===== src/rtl/trace_event_counter_bank.sv =====
// Bank of programmable event counters fed by the core trace-event vector.
// Two stages: events are registered, then each counter counts its selected bit.
module trace_event_counter_bank #(
  parameter  int NUM_COUNTERS = 4,
  parameter  int COUNTER_W    = 48,
  parameter  int NUM_EVENTS   = 27,
  localparam int SEL_W        = $clog2(NUM_EVENTS),
  localparam int IDX_W        = (NUM_COUNTERS > 1) ? $clog2(NUM_COUNTERS) : 1
) (
  input  logic                    clk,
  input  logic                    rst,
  input  logic [NUM_EVENTS-1:0]   events,
  input  logic                    freeze,
  input  logic                    cfg_we,
  input  logic [IDX_W-1:0]        cfg_idx,
  input  logic                    cfg_en,
  input  logic [SEL_W-1:0]        cfg_sel,
  input  logic                    wr_en,
  input  logic [IDX_W-1:0]        wr_idx,
  input  logic                    wr_hi,
  input  logic [31:0]             wr_data,
  input  logic [IDX_W-1:0]        rd_idx,
  input  logic                    rd_hi,
  output logic [31:0]             rd_data,
  input  logic [NUM_COUNTERS-1:0] ovf_clear,
  output logic [NUM_COUNTERS-1:0] overflow,
  output logic                    ovf_irq
);

  localparam int EV_PAD_W = 1 << SEL_W;
  localparam int HI_W     = COUNTER_W - 32;

  logic [NUM_EVENTS-1:0]   events_q, events_d;
  logic [COUNTER_W-1:0]    cnt_q [NUM_COUNTERS];
  logic [COUNTER_W-1:0]    cnt_d [NUM_COUNTERS];
  logic [SEL_W-1:0]        sel_q [NUM_COUNTERS];
  logic [SEL_W-1:0]        sel_d [NUM_COUNTERS];
  logic [NUM_COUNTERS-1:0] en_q, en_d;
  logic [NUM_COUNTERS-1:0] ovf_q, ovf_d;
  logic [31:0]             rd_data_q, rd_data_d;
  logic                    irq_q, irq_d;
  logic [EV_PAD_W-1:0]     ev_pad;
  logic [COUNTER_W:0]      sum;

  always_comb begin
    events_d  = events;
    // Selects beyond NUM_EVENTS land on zero padding and never count.
    ev_pad    = '0;
    ev_pad[NUM_EVENTS-1:0] = events_q;
    cnt_d     = cnt_q;
    sel_d     = sel_q;
    en_d      = en_q;
    ovf_d     = ovf_q & ~ovf_clear;
    irq_d     = |ovf_q;
    rd_data_d = '0;
    sum       = '0;
    for (int i = 0; i < NUM_COUNTERS; i++) begin
      if (wr_en && (wr_idx == IDX_W'(i))) begin
        if (wr_hi) cnt_d[i][COUNTER_W-1:32] = wr_data[HI_W-1:0];
        else       cnt_d[i][31:0]           = wr_data;
      end else if (en_q[i] && !freeze && ev_pad[sel_q[i]]) begin
        sum      = {1'b0, cnt_q[i]} + (COUNTER_W+1)'(1);
        cnt_d[i] = sum[COUNTER_W-1:0];
        if (sum[COUNTER_W]) ovf_d[i] = 1'b1;
      end
      if (cfg_we && (cfg_idx == IDX_W'(i))) begin
        en_d[i]  = cfg_en;
        sel_d[i] = cfg_sel;
      end
      if (rd_idx == IDX_W'(i)) begin
        rd_data_d = rd_hi ? 32'(cnt_q[i][COUNTER_W-1:32]) : cnt_q[i][31:0];
      end
    end
  end

  always_ff @(posedge clk) begin
    if (!rst) begin
      events_q  <= '0;
      en_q      <= '0;
      ovf_q     <= '0;
      rd_data_q <= '0;
      irq_q     <= 1'b0;
      for (int i = 0; i < NUM_COUNTERS; i++) begin
        cnt_q[i] <= '0;
        sel_q[i] <= '0;
      end
    end else begin
      events_q  <= events_d;
      en_q      <= en_d;
      ovf_q     <= ovf_d;
      rd_data_q <= rd_data_d;
      irq_q     <= irq_d;
      for (int i = 0; i < NUM_COUNTERS; i++) begin
        cnt_q[i] <= cnt_d[i];
        sel_q[i] <= sel_d[i];
      end
    end
  end

  assign rd_data  = rd_data_q;
  assign overflow = ovf_q;
  assign ovf_irq  = irq_q;

endmodule

===== config.mk =====
export PLATFORM = sky130hd
export DESIGN_NAME = trace_event_counter_bank
export DESIGN_NICKNAME = d
export VERILOG_FILES = /design/src/rtl/trace_event_counter_bank.sv
export SDC_FILE = /design/constraint.sdc
export NUM_CORES = 1
export LEC_CHECK = 0
export CORE_MARGIN = 2
export CORE_UTILIZATION = 49
export DETAILED_ROUTE_END_ITERATION = 10
export PLACE_DENSITY = 0.64
export SLEW_MARGIN = 20
export SYNTH_ARGS = -nofsm -noshare
export SYNTH_HDL_FRONTEND = slang
export SYNTH_SLANG_ARGS = --single-unit

===== constraint.sdc =====
create_clock -name clk -period 4.45 [get_ports clk]
set_input_delay 0.6675 -clock clk [delete_from_list [all_inputs] [get_ports clk]]
set_output_delay 0.6675 -clock clk [all_outputs]
set_load 0.03 [all_outputs]

Word-level counts from Yosys, hierarchy flattened
Cells that the tools add are included.

cells by class
  $add $sub $neg = 4
  magnitude comparators = 4
  eq/ne operators = 17
  muxes and demuxes = 38
  bitwise gates (word level) = 2
  reduce and logical (&&, ||, !) cells = 33

operator list
  operator                 count
  $mux W48                 8
  $mux W32                 9
  $add A48 B1 Y49 const B  4
  $lt A5 B6 Y1 const B     4
  $bmux W1 S5              4
  $logic_and A1 B1 Y1      16
  $mux W1                  16
  $mux W16                 1
  $ne A2 B2 Y1 const B     8
  $reduce_and A2 Y1        8
  $eq A2 B2 Y1 const B     6
  $reduce_bool A2 Y1       4
  $eq A2 B1 Y1 const B     3
  $logic_not A2 Y1         3
  $and A4 B4 Y4            1
  $not A4 Y4               1
  $reduce_or A4 Y1         1
  $logic_not A1 Y1         1

storage, ports and cells
  register bits after elaboration = 280
  input port bits = 82
  logic and storage cells = 118

Depth between registers and ports, before layout
Gate-level depths: netlist of run 1.

  depth after elaboration = 5
  mapped depth = 9
  depth with buffers taken out = 7

Least setup slack after synthesis of run 1
Ideal clock, no wire load.

  kind = input to register
  start point = input port wr_en
  end point = register cnt_q[43] (netlist name)
  setup time = 119 ps
  arrival time = 2588 ps
  path slack = 1743 ps
  cell stages on the path = 8
  cells stage by stage = clkbuf_1 and3_1 clkbuf_1 or4b_1 o32ai_4 a22oi_2 buf_2 o221a_2

on the way
  word-level cells in the longest chain between the ends = 3

ends and longest elaborated chain
  what                                                                        line  RTL
  from (decl)                                                                 18    input logic wr_en,
  $logic_and A1 B1 Y1 *                                                       58    if (wr_en && (wr_idx == IDX_W'(i))) begin
  $ne A2 B2 Y1 (no source line) / $reduce_bool A2 Y1 (equally long branches)  -
  $reduce_and A2 Y1 (no source line)                                          -
  to (signal, indexed assignment)                                             94    cnt_q[i] <= cnt_d[i];
  to (decl)                                                                   34    logic [COUNTER_W-1:0] cnt_q [NUM_COUNTERS];

Every way passes the cells marked *; elsewhere a longest branch is shown, timed or not.
A chain may end at the register's enable or synchronous reset.

Worst setup path in the final report of run 1
  start point = register sel_q[11] (netlist name)
  end point = register cnt_q[120] (netlist name)

on the way
  word-level cells in the longest chain between the ends = 5

ends and longest elaborated chain
  what                                 line  RTL
  from (decl)                          36    logic [SEL_W-1:0] sel_q [NUM_COUNTERS];
  from (signal, indexed assignment)    95    sel_q[i] <= sel_d[i];
  $bmux W1 S5                          61    end else if (en_q[i] && !freeze && ev_pad[sel_q[i]]) begin
  $mux W1 (implied by the code)        61
  $logic_and A1 B1 Y1                  61
  $reduce_bool A2 Y1 (no source line)  -
  $reduce_and A2 Y1 (no source line)   -

Every way passes these cells. The select of a mux whose other input is x is not followed.

==> results of run 1 <==
==> worst max path at each step <==
stage / startpoint / end / cells past startpoint
floorplan: wr_en / cnt_q[43] / 8
global placement: wr_idx[0] / cnt_q[2] / 8
detailed placement: wr_idx[0] / cnt_q[29] / 8
CTS: sel_q[11] / cnt_q[120] / 7
global route: sel_q[11] / cnt_q[113] / 7
finish: sel_q[11] / cnt_q[120] / 7
==> synth_stat cells (41+ instances only) <==
| cell | instances | share of area |
|---|---|---|
| mux2i_1 | 49 | 0.028 |
| and2_1 | 41 | 0.015 |
| mux4_2 | 72 | 0.094 |
| nand3_1 | 91 | 0.026 |
| a21oi_1 | 212 | 0.062 |
| nand4_1 | 50 | 0.018 |
| nand2_1 | 222 | 0.048 |
| o221a_2 | 86 | 0.056 |
| and3_1 | 42 | 0.015 |
| dfxtp_1 | 280 | 0.33 |
| nor2_1 | 226 | 0.049 |
| a31oi_1 | 55 | 0.020 |
| clkbuf_1 | 132 | 0.029 |
==> state kept, by name (all words and copies together), names as in the netlist <==
name      count
cnt_q       192
en_q          4
events_q     27
overflow      4
ovf_irq       1
rd_data      32
sel_q        20
==> final cells by class <==
cell class              count  area [sq um]
repair buffers            154          1440
clock buffers              45           972
multi-input cells        1586         10900
fillers                  3150         14900
flip-flops and latches    280          5610
diodes                      1          2.50
clock inverters            16           186
inverters                  18          70.1
well taps                 455           569
==> power by group <==
part	internal [W]	switching [W]	total (W)
combinational	0.000213	0.000344	0.000556
clock	0.00172	0.00118	0.00290
sequential	0.00254	0.0000570	0.00260
==> kinds of logic (layout without fill, tap and decap cells) <==
group / count (synthesis) / after routing / share of synthesized area
other cells: 0 / 1 / 0
compound gates: 605 / 605 / 0.252
mux: 124 / 124 / 0.125
fa+ha+maj: 4 / 4 / 0.00290
simple gates: 853 / 853 / 0.247
flops: 280 / 280 / 0.325
buf+inv: 205 / 233 / 0.0484
==> critical path: stages (launching register included) <==
cell and delay [ps]:
dfxtp_1 640, mux4_2 580, mux2i_1 240, nand3b_1 260, a31oi_4 680, buf_4 430, a21oi_1 70, o221a_2 280
==> through the flow <==
stage               cells   util  area (sq um)
floorplan            2071      -         17200
global placement     2492  0.536         18600
detailed placement   2493  0.536         18600
CTS                  2554  0.570         19700
global route         2554  0.570         19700
finish               2555  0.570         19700
==> layer usage <==
metal | global-route usage | wire, um | up-vias
met5 | 0 | 0 | -
met4 | 0.186 | 3840 | 0
met3 | 0.0613 | 6970 | 164
met2 | 0.544 | 28800 | 968
met1 | 0.488 | 26700 | 8443
li1 | - | - | 7936
==> impl_metrics.csv, run 1 <==
group,metric,value,unit
route,wl,66300,um
worst_setup_path,start_kind,"flip-flop",
clocking,clock_latency,530,ps
logic_synthesis,synth_enable_flop_cells,0,
logic_synthesis,ys_seq_area_frac,0.325,
worst_setup_path,crit_type,"flip-flop to flip-flop",
final_layout,drive_gt1_frac,0.141,
job,cap_violations,0,
worst_setup_path,r2r-start,"sel_q[11]",
worst_hold_path,holdPathStages,2,
logic_synthesis,synth.avg_cell_area,8.32,sq um
logic_synthesis,synth_fp_nets,2157,
worst_hold_path,holdPathEnd,"en_q[0]",
logic_synthesis,synthCells,2071,
logic_synthesis,synth-seq-cells,280,
sta,finalHoldViolCount,0,
worst_hold_path,min_from,"en_q[0]",
sta,setup_slack,1130,ps
status,status,"complete, no violations",
pwr,leakage,6.24,nW
floorplan,start_util,0.498,
global_route,grt_pass1_vias,15800,
clocking,clockBufferDepth,3,
pwr,power_density,307,nW/um^2
global_route,overflow,0,
route,num_vias,17500,
clocking,root_buffer,"clkbuf_16",
sta,layout_min_cycle_time,3320,ps
logic_synthesis,synth_ff_type,"dfxtp_1",
route,drtAntennaViolNets,0,
global_route,grt_antenna_before_repair,0,
logic_synthesis,async_flop_share,0,
floorplan,die_y,192,um
floorplan,die_x,192,um
logic_synthesis,yosys_warnings,0,
placed_design,gp_congestion,0.968,
sta,fin_skew,20.2,ps
clocking,hold_buffers,0,
sta,fmax,0.301,GHz
worst_setup_path,reg2reg_to,"cnt_q[120]",
floorplan,dieArea,36700,sq um
route,drcViolationCount,0,
worst_setup_path,r2r_cells,7,
worst_setup_path,arrival,3730,ps
logic_synthesis,synth_cell_type_count,78,
pwr,ir_worst_vdd,0.253,mV
sta,final-max-slew-violation-count,0,
clocking,cts_buffers,34,
sta,post-route-period-util,0.746,
final_layout,final_common_cell,"dfxtp_1",
placed_design,portBuffers,118,
clocking,cts_sinks,280,
floorplan,rows,68,
clocking,cts_resized,0,
final_layout,area_delta_synth_final,14.5,%
sta,relSlewSlack,0.289,
route,firstDrtPassIters,6,
worst_setup_path,cp.required,4860,ps
clocking,postCtsSetupRepairBufs,0,
sta,timing.hold.ws,492,ps
pwr,finalPower,0.00606,W
placed_design,hpwl,47100,um
global_route,grt_first_pass_wirelength,99700,um
logic_synthesis,syn-cell-area,17200,sq um
worst_setup_path,rrSetupSlack,1130,ps
sta,rsz0062_at_grt,"no",
placed_design,pre_cts_ws,995,ps
floorplan,core_area,34600,sq um
global_route,track_usage,0.358,
global_route,grt_start_max_net_pins,94,
route,detail_route.wl_per_cell,26.0,um
final_layout,mostFrequentLayoutCells,"280 x dfxtp_1, 224 x nor2_1, 222 x nand2_1",
clocking,htreeDepth,2,
floorplan,pin_count,119,
sta,setup_viol,0,
sta,tightest_slew,1070,ps
final_layout,fin_nets,2160,
worst_hold_path,hold_class,"flip-flop to flip-flop",
route,drt_iter0_drc,2415,
clocking,cts_tree,"yes",
route,via_per_inst,6.85,
clocking,clkTransAtPathRegs,60,ps
worst_setup_path,cp-end-kind,"flip-flop",
worst_setup_path,path_max_fanout,28,
sta,finalSetupTns,0,ps
No activity file was read; power rests on OpenSTA's default activity.
==> inputs of run 2 (changes only) <==
==> constraint.sdc (replaced) <==
create_clock -name clk -period 3.36 [get_ports clk]
set_input_delay 0.504 -clock clk [delete_from_list [all_inputs] [get_ports clk]]
set_output_delay 0.504 -clock clk [all_outputs]
set_load 0.03 [all_outputs]
==> run 2 against run 1 <==
Compared with the run above: count of clock-buffer cells in the layout grew 4; utilization grew 0.73 points; sequential power grew 33%; maximum frequency rose by 11%; hold slack worse by 86 ps; critical endpoint unchanged; highest routed layer is now met5; critical path depth did not move; clock skew fell by 8.2 ps; first-iteration DRC count is 5.2% lower; combinational power grew 37%; non-clock buffer count increased by 26.
==> impl_metrics.csv, run 2 (synthesis gave the netlist of run 1 again) <==
group,metric,value,unit
global_route,grt_start_max_net_pins,120,
final_layout,final_util,0.577,
worst_setup_path,r2r_cells,7,
global_route,grt_pass1_vias,15800,
sta,post-route-period-util,0.888,
worst_setup_path,r2r-start,"sel_q[11]",
clocking,cts_tree,"yes",
global_route,track_usage,0.357,
pwr,leakage,6.39,nW
worst_hold_path,holdPathStages,2,
pwr,ir_worst_vdd,0.313,mV
clocking,cts_resized,0,
final_layout,area_delta_synth_final,16.0,%
clocking,root_buffer,"clkbuf_16",
sta,final-max-slew-violation-count,0,
sta,finalSetupTns,0,ps
final_layout,multi_input_area,10900,sq um
final_layout,drive_gt1_frac,0.150,
route,via_per_inst,6.86,
worst_setup_path,reg2reg_to,"cnt_q[120]",
route,drcViolationCount,0,
clocking,cts_buffers,35,
floorplan,pin_count,119,
sta,fmax,0.335,GHz
worst_setup_path,cp_top_family,"multiplexers",
worst_setup_path,crit_buf_inv,1,
sta,finalHoldViolCount,0,
sta,relSlewSlack,0.349,
sta,layout_min_cycle_time,2980,ps
sta,setup_viol,0,
worst_hold_path,holdPathEnd,"cnt_q[38]",
status,status,"complete, no violations",
placed_design,hpwl,47300,um
sta,tightest_slew,968,ps
final_layout,mostFrequentLayoutCells,"280 x dfxtp_1, 224 x nor2_1, 222 x nand2_1",
floorplan,die_y,192,um
worst_setup_path,worstPathCellList,"mux4_2 -> mux2i_1 -> nand3b_1 -> a31oi_4 -> buf_12 -> a21oi_1 -> o221a_2",
floorplan,core_area,34600,sq um
global_route,grt_first_pass_wirelength,99400,um
floorplan,start_util,0.498,
worst_hold_path,min_from,"rst",
worst_setup_path,crit_slowest_cell,"dfxtp_1",
route,wl,66000,um
floorplan,rows,68,
global_route,overflow,0,
floorplan,die_x,192,um
route,firstDrtPassIters,6,
clocking,clock_latency,530,ps
sta,fin_skew,12.1,ps
worst_setup_path,path_max_fanout,40,
final_layout,final_area,20000,sq um
final_layout,n_antenna_cell,0,
route,drt_iter0_drc,2289,
worst_setup_path,start_kind,"flip-flop",
global_route,grt_antenna_before_repair,1,
clocking,hold_buffers,0,
clocking,postCtsSetupRepairBufs,0,
placed_design,gp_congestion,0.971,
final_layout,top_register,"cnt_q",
floorplan,dieArea,36700,sq um
placed_design,portBuffers,118,
route,drtAntennaViolNets,0,
placed_design,place_area,18800,sq um
worst_setup_path,rrSetupSlack,380,ps
sta,rsz0062_at_grt,"no",
final_layout,regArea,5610,sq um
final_layout,fin_nets,2187,
final_layout,largest_reg_flops,192,
final_layout,nFillCells,3131,
worst_setup_path,cp.required,3780,ps
worst_setup_path,critPathMaxStageDelay,650,ps
worst_setup_path,cp-end-kind,"flip-flop",
job,cap_violations,0,
worst_hold_path,hold_class,"input port to flip-flop",
worst_setup_path,arrival,3400,ps
pwr,power_density,401,nW/um^2
route,num_vias,17700,
sta,timing.hold.ws,405,ps
clocking,cts_sinks,280,
clocking,htreeDepth,2,
clocking,clkTransAtPathRegs,60,ps
worst_setup_path,crit_type,"flip-flop to flip-flop",
final_layout,final_common_cell,"dfxtp_1",
route,detail_route.wl_per_cell,25.6,um
clocking,clockBufferDepth,3,
[run 2: cell types whose count changed in the layout (fill, tap and decap cells not counted), moves of 2 or more]
cell / delta
clkinv_2: -3
buf_4: +19
clkinvlp_4: -2
buf_12: +8
clkbuf_1: +2
[run 2: worst register-to-register path, delay by kind of cell (launching register included)]
kind / cells / cell delay [ps]
DFF: 1 / 650
AOI/OAI and AO/OA: 3 / 820
and+or+nand+nor: 1 / 260
buffers and inverters: 1 / 280
muxes: 2 / 860
[run 2: worst max path at each step]
stage	endpoint	slack, ps	startpoint	cells after the start
final	cnt_q[120]	380	sel_q[11]	7
after global routing	cnt_q[120]	200	sel_q[11]	7
after CTS	cnt_q[125]	420	sel_q[11]	7
after detailed placement	cnt_q[125]	420	sel_q[11]	7
after global placement	cnt_q[120]	450	sel_q[11]	7
after floorplan	cnt_q[43]	820	wr_en	8
[run 2: layer usage]
layer | share of wire | up-vias | track usage
li1 | - | 7983 | -
met1 | 0.41 | 8516 | 0.499
met2 | 0.43 | 991 | 0.534
met3 | 0.097 | 188 | 0.0543
met4 | 0.060 | 2 | 0.180
met5 | 0.00020 | - | 0
[run 2: cell type report]
class                           instances  share of cell area
Multi-Input combinational cell       1586               0.544
Clock buffer                           49              0.0510
Tap cell                              455              0.0285
Clock inverter                         10             0.00595
Sequential cell                       280               0.280
Timing Repair Buffer                  180              0.0867
Inverter                               18             0.00351
[run 2: metrics by stage]
step | setup WS (ps) | power [W] | std cells
finish | 377 | 0.00801 | 2578
global route | 204 | 0.00824 | 2578
CTS | 415 | 0.00802 | 2578
detailed placement | 420 | 0.00426 | 2519
global placement | 453 | 0.00425 | 2519
floorplan | 817 | 0.00393 | 2071
[run 2: report_power, final]
group / leakage [nW] / total (W) / switching (W) / internal (W)
logic: 3.57 / 0.000763 / 0.000463 / 0.000299
registers: 2.27 / 0.00345 / 0.0000760 / 0.00337
clock network: 0.552 / 0.00380 / 0.00154 / 0.00227
total: 6.39 / 0.00801 / 0.00208 / 0.00594
==> inputs of run 3 (changes only) <==
--- a/config.mk
+++ b/config.mk
@@ -5,6 +5,7 @@
 export SDC_FILE = /design/constraint.sdc
 export NUM_CORES = 1
 export LEC_CHECK = 0
+export CAP_MARGIN = 20
 export CORE_MARGIN = 2
 export CORE_UTILIZATION = 49
 export DETAILED_ROUTE_END_ITERATION = 10
==> results of run 3 <==
The final DEF is identical to that of run 2; final timing and power are the same.
